File: src/rtl/nibble_packer.sv
`default_nettype none
// ============================================================================
//  Module   : nibble_packer
//  Purpose  : Packs RATIO IN_W-bit nibbles (LSB nibble first) into one word
//             and presents it with its ones count on a valid/ready output.
//  Revision : 1.0 - initial release
// ============================================================================
module nibble_packer #(
    parameter int IN_W  = 4,
    parameter int RATIO = 2,
    parameter int OUT_W = IN_W * RATIO,
    parameter int CNT_W = $clog2(OUT_W + 1)
) (
    input  logic                     clk,
    input  logic                     rst,
    input  logic [IN_W-1:0]          a,
    input  logic                     load,
    output logic                     in_ready,
    output logic [OUT_W-1:0]         q,
    output logic [CNT_W-1:0]         ones,
    output logic                     out_valid,
    input  logic                     out_ready,
    output logic [$clog2(RATIO)-1:0] nib_cnt
);

    localparam int            C_CW    = $clog2(RATIO);
    localparam int            C_ACC_W = OUT_W - IN_W;
    localparam logic [C_CW-1:0] C_LAST = C_CW'(RATIO - 1);

    // Only the lower RATIO-1 nibbles are stored; the last one comes straight from a.
    logic [C_ACC_W-1:0] r_acc;
    logic [OUT_W-1:0]   w_next_q;
    logic [CNT_W-1:0]   w_ones;
    logic               w_last;
    logic               w_in_fire;

    assign w_last    = (nib_cnt == C_LAST);
    assign in_ready  = !(w_last && out_valid && !out_ready);
    assign w_in_fire = load && in_ready;
    assign w_next_q  = {a, r_acc};

    always_comb begin
        w_ones = '0;
        for (int i = 0; i < OUT_W; i++) begin
            w_ones = w_ones + CNT_W'(w_next_q[i]);
        end
    end

    always_ff @(posedge clk or posedge rst) begin
        if (rst) begin
            r_acc   <= '0;
            nib_cnt <= '0;
        end else if (w_in_fire) begin
            if (w_last) begin
                nib_cnt <= '0;
            end else begin
                nib_cnt <= nib_cnt + C_CW'(1);
            end
            for (int i = 0; i < RATIO - 1; i++) begin
                if (nib_cnt == C_CW'(i)) begin
                    r_acc[i*IN_W +: IN_W] <= a;
                end
            end
        end
    end

    // A completing nibble can only fire when the output slot is free or draining.
    always_ff @(posedge clk or posedge rst) begin
        if (rst) begin
            q         <= '0;
            ones      <= '0;
            out_valid <= 1'b0;
        end else if (w_in_fire && w_last) begin
            q         <= w_next_q;
            ones      <= w_ones;
            out_valid <= 1'b1;
        end else if (out_valid && out_ready) begin
            out_valid <= 1'b0;
        end
    end

endmodule
`default_nettype wire
File: config.mk
export PLATFORM = sky130hd
export DESIGN_NAME = nibble_packer
export DESIGN_NICKNAME = d
export VERILOG_FILES = /design/src/rtl/nibble_packer.sv
export SDC_FILE = /design/constraint.sdc
export NUM_CORES = 1
export LEC_CHECK = 0
export ABC_AREA = 1
export CORE_AREA = 10 10 58 60
export CTS_CLUSTER_SIZE = 14
export DETAILED_ROUTE_END_ITERATION = 8
export DIE_AREA = 0 0 68 70
export MAX_ROUTING_LAYER = met4
export PLACE_DENSITY = 0.79
export SLEW_MARGIN = 40
export SYNTH_ARGS = -nofsm -noshare
export SYNTH_HDL_FRONTEND = slang
export SYNTH_SLANG_ARGS = --single-unit
export TNS_END_PERCENT = 100
File: constraint.sdc
create_clock -name clk -period 2.6 [get_ports clk]
set_clock_uncertainty 0.1 [all_clocks]
set_input_delay 0.39 -clock clk [delete_from_list [all_inputs] [get_ports clk]]
set_output_delay 0.39 -clock clk [all_outputs]
set_load 0.01 [all_outputs]
Yosys cells after proc, flatten, opt, wreduce, memory -nomap -nowiden
Cells that the tools add are included.

storage, ports and cells
  bits in registers = 18
  bits of input ports = 8
  word-level logic and storage cells = 26
  output and inout bits = 15

cells by class
  muxes and demuxes = 3
  reduce and logical (&&, ||, !) cells = 9
  add/sub/neg operators = 8
  bitwise logic cells = 1

operator list
  operator                             count
  adder 4 x 1 -> 4 bit                 4
  logical AND 1 bit                    5
  adder 3 x 1 -> 4 bit                 1
  adder 2 x 1 -> 3 bit                 1
  two-way mux 1 bit                    3
  adder 1 x 1 -> 2 bit                 1
  logical NOT 1 bit                    2
  AND reduction 2 bit                  1
  nonzero test 2 bit                   1
  adder 1 bit (second input constant)  1
  inverter 1 bit                       1

Depth between registers and ports, before layout
  depth after elaboration = 7
  gate-level depth with buffers = 12
  gate-level depth less buffers = 12

Worst setup path before layout
Ideal clock, no wire load.

  path type = in2reg
  start = input a[0]
  end = register ones[2]
  setup time = 0.083 ns
  buffers on the path = 0
  arrival time = 2.722 ns
  required time = 2.417 ns
  slack = -0.304 ns
  cell stages on the path = 11
  cell sequence = fa_1 inv_1 fa_1 fa_1 inv_1 ha_1 inv_1 fa_1 nor2_1 nor2_1 o21ai_0

between the ends
  word-level cells in the longest chain between the ends = 4

RTL lines
  what                                RTL line  RTL
  from (decl)                         16        input logic [IN_W-1:0] a,
  adder 4 x 1 -> 4 bit (4 in series)  45        w_ones = w_ones + CNT_W'(w_next_q[i]);
  to (signal assigned)                75        ones <= w_ones;
  to (decl)                           20        output logic [CNT_W-1:0] ones,

Every way passes these cells.
A chain may end at the register's enable or synchronous reset.

Worst setup path after layout
Ends and elaborated chain as after synthesis.

==> summary.txt <==
Outcome
  • Outcome: finished with violations
  • Failing checks: setup timing

Timing
  • Final hold viol count: 0
  • Maximum clock rate: 367.7 MHz
  • RSZ-0062 raised after global routing: yes
  • Slew headroom: 56.44%
  • Post-layout min period: 2719 ps
  • Post-route setup slack: -119.3 ps
  • Fin Hold WS: 251.3 ps
  • Final period utilization: 104.6%
  • Max Transition Viols Final: 0
  • Final setup viols: 2
  • Worst-Margin Slew: 652.6 ps

Setup path
  • WP data arrival: 2810 ps
  • Critical Path End Type: flop
  • Critical path class: primary input to flop
  • CP max FO: 2
  • Reg2reg path depth: 11
  • Origin of the worst setup path: a[0]
  • Worst path required time: 2690 ps
  • R2R setup slack: 150 ps
  • FF-to-FF End: ones[2]$_DFFE_PP0P_
  • Startpoint types: primary input
  • Crit Reg-Reg Startpoint: r_acc[1]$_DFFE_PP0P_

Hold path
  • Worst hold path type: primary input to flop
  • Hold_sp: a[3]
  • Min-Delay Endpoint: r_acc[3]$_DFFE_PP0P_
  • Cells on Worst Hold Path: 3

Synth
  • Syn. warnings: 0
  • Register area share after synthesis: 50.14%
  • Mapped Area: 898.4 µm²
  • Syn avg cell area: 9.557 µm²
  • Post-synthesis cell count: 94
  • Netlist cell types: 14
  • Synthesized flop and latch total: 18
  • Syn nets: 109

Power and ir drop
  • P_sw: 0.4763 mW
  • VDD IR max: 0.6504 mV
  • Comb pwr share: 52.1%
  • Seq pwr share: 34.5%
  • Internal power: 0.8182 mW
  • Clock share of power: 13.4%
  • Leakage: 0.5938 nW
  • Sw Ratio: 36.79%
  • PwrDens: 1087 nW/µm²
  • Total Power: 1.294 mW

Place
  • RD Place Congestion: 0.7611
  • Dpl hpwl: 1411 µm
  • Placed Instances: 144
  • Port Buffer Count: 22
  • Place WS: -840.1 ps

Drt
  • DRC: 0
  • DRT Wirelength: 1839 µm
  • ANT nets after route: 0
  • Vias/cell: 4.385
  • DR pass1 iterations: 4
  • Vias: 649
  • Initial DRC Count: 14
  • DR WL/cell: 12.43 µm

Clocking
  • CTS Buf Count: 3
  • Clk_lat worst skew: 300 ps
  • CTS sink count: 18
  • Clock buffer depth: 2
  • Root buf cell: clkbuf_4
  • Clock H-tree levels: 1
  • CTS tree: built
  • Clock slew at reported path FFs: 100 ps

Finish
  • Multi-input gate area: 359.1 µm²
  • # fillers: 217
  • Layout Cells excl Fill: 148
  • # nets final: 134
  • Most frequent cells in the layout: nand2_1 (22), clkdlybuf4s50_1 (19), inv_1 (18), dfrtp_1 (18), o21ai_0 (10)
  • Most common cell after layout, fill and taps aside: nand2_1
  • Register area: 450.4 µm²
  • Area Growth Syn to Fin: 32.59%
  • Antenna Cells: 0
  • Layout cell share with drive strength beyond 1: 16.95%

Global route
  • Gr ovfl total: 0
  • Gr usage total: 9.363%
  • Pin count of the biggest net entering global routing: 26
  • First-pass GRT wire length: 3353 µm
  • Initial antenna violation count: 0
  • Vias in the first global route: 705

Flow run
  • Maxcap violations: 0

Floorplanning
  • Core Rows: 18
  • Initial core utilization: 38.35%
  • Die Height: 70 µm
  • Die width: 68 µm
  • Core Box Area: 2342 µm²
  • Ports: 23
  • Die ar.: 4760 µm²
-- what timing repair did --
action | CTS | global route
setup buffers | 1 | 0
resized for setup | 21 | 1
hold buffers | 0 | 0
setup endpoints to repair | 4 | 2
pin swaps | 10 | 6
-- synth_stat cells --
| cell type | instances | share of area (%) |
|---|---|---|
| o21ai_0 | 13 | 7.2 |
| o21ai_2 | 4 | 3.9 |
| inv_2 | 1 | 0.42 |
| clkbuf_2 | 1 | 0.56 |
| nor2_1 | 2 | 0.84 |
| nand2_2 | 1 | 0.70 |
| nand2_1 | 23 | 9.6 |
| ha_1 | 3 | 4.2 |
| nand3_4 | 1 | 2.0 |
| dfrtp_1 | 18 | 50 |
| or2_0 | 1 | 0.70 |
| fa_1 | 4 | 8.9 |
| buf_6 | 2 | 2.5 |
| inv_1 | 20 | 8.4 |
-- stage by stage --
| step | TNS [ps] | util (%) | instance area [µm²] |
|---|---|---|---|
| floorplan | -523.7 | - | 900.9 |
| global placement | -2636 | 48.61 | 1139 |
| detailed placement | -2720 | 48.61 | 1139 |
| CTS | -409.2 | 50.59 | 1185 |
| global route | -356.3 | 50.85 | 1191 |
| finish | -229.0 | 50.85 | 1191 |
-- cells by family after synthesis --
family          after synthesis  synth area share [%]
compound gates               17                 11.14
fa+ha+maj                     7                 13.09
buf+inv                      24                 11.84
flops                        18                 50.14
simple gates                 28                 13.79
-- layout make-up --
type                       instances  share of cell area [%]
sequential                        18                   37.82
multi-input combinational         52                   30.15
timing repair buffer              23                   19.22
inverter                          21                   6.618
tap                               30                   3.151
clock buffer                       4                   3.046
-- power groups by stage --
| stage | clock, mW | combinational (mW) | sequential (mW) |
|---|---|---|---|
| 3_5_place_dp | 0 | 0.613 | 0.454 |
| 5_1_grt | 0.190 | 0.770 | 0.463 |
| 2_1_floorplan | 0 | 0.307 | 0.487 |
| 3_3_place_gp | 0 | 0.597 | 0.448 |
| 4_1_cts | 0.179 | 0.676 | 0.449 |
| 6_report | 0.173 | 0.674 | 0.447 |
-- state kept, by name, indices dropped and copies added (netlist names) --
name,cells
nib_cnt,1
ones,4
out_valid,1
q,8
r_acc,4
-- per-layer routing --
layer | vias to the layer above | part of all wire [%] | track usage, %
met3 | 5 | 5.2 | 3.030
met2 | 16 | 49 | 13.66
met4 | 0 | 2.6 | 5.369
li1 | 329 | - | -
met5 | - | 0 | -
met1 | 299 | 43 | 10.86
-- critical path, stage by stage --
cell	delay, ps
buf_6	100
fa_1	530
inv_1	50
fa_1	490
fa_1	420
inv_2	80
ha_4	140
inv_2	40
fa_2	320
nand2_1	60
inv_1	30
nor2_1	80
o21ai_1	70
-- worst max path at each step --
| stage | end | slack (ps) | cells past startpoint |
|---|---|---|---|
| 4_1_cts | ones[2]$_DFFE_PP0P_ | -220 | 13 |
| 3_3_place_gp | ones[2]$_DFFE_PP0P_ | -830 | 13 |
| 3_5_place_dp | ones[2]$_DFFE_PP0P_ | -840 | 13 |
| 2_1_floorplan | ones[1]$_DFFE_PP0P_ | -270 | 9 |
| 6_report | ones[2]$_DFFE_PP0P_ | -120 | 13 |
| 5_1_grt | ones[2]$_DFFE_PP0P_ | -200 | 13 |
Power figures use the tool's default switching activity.
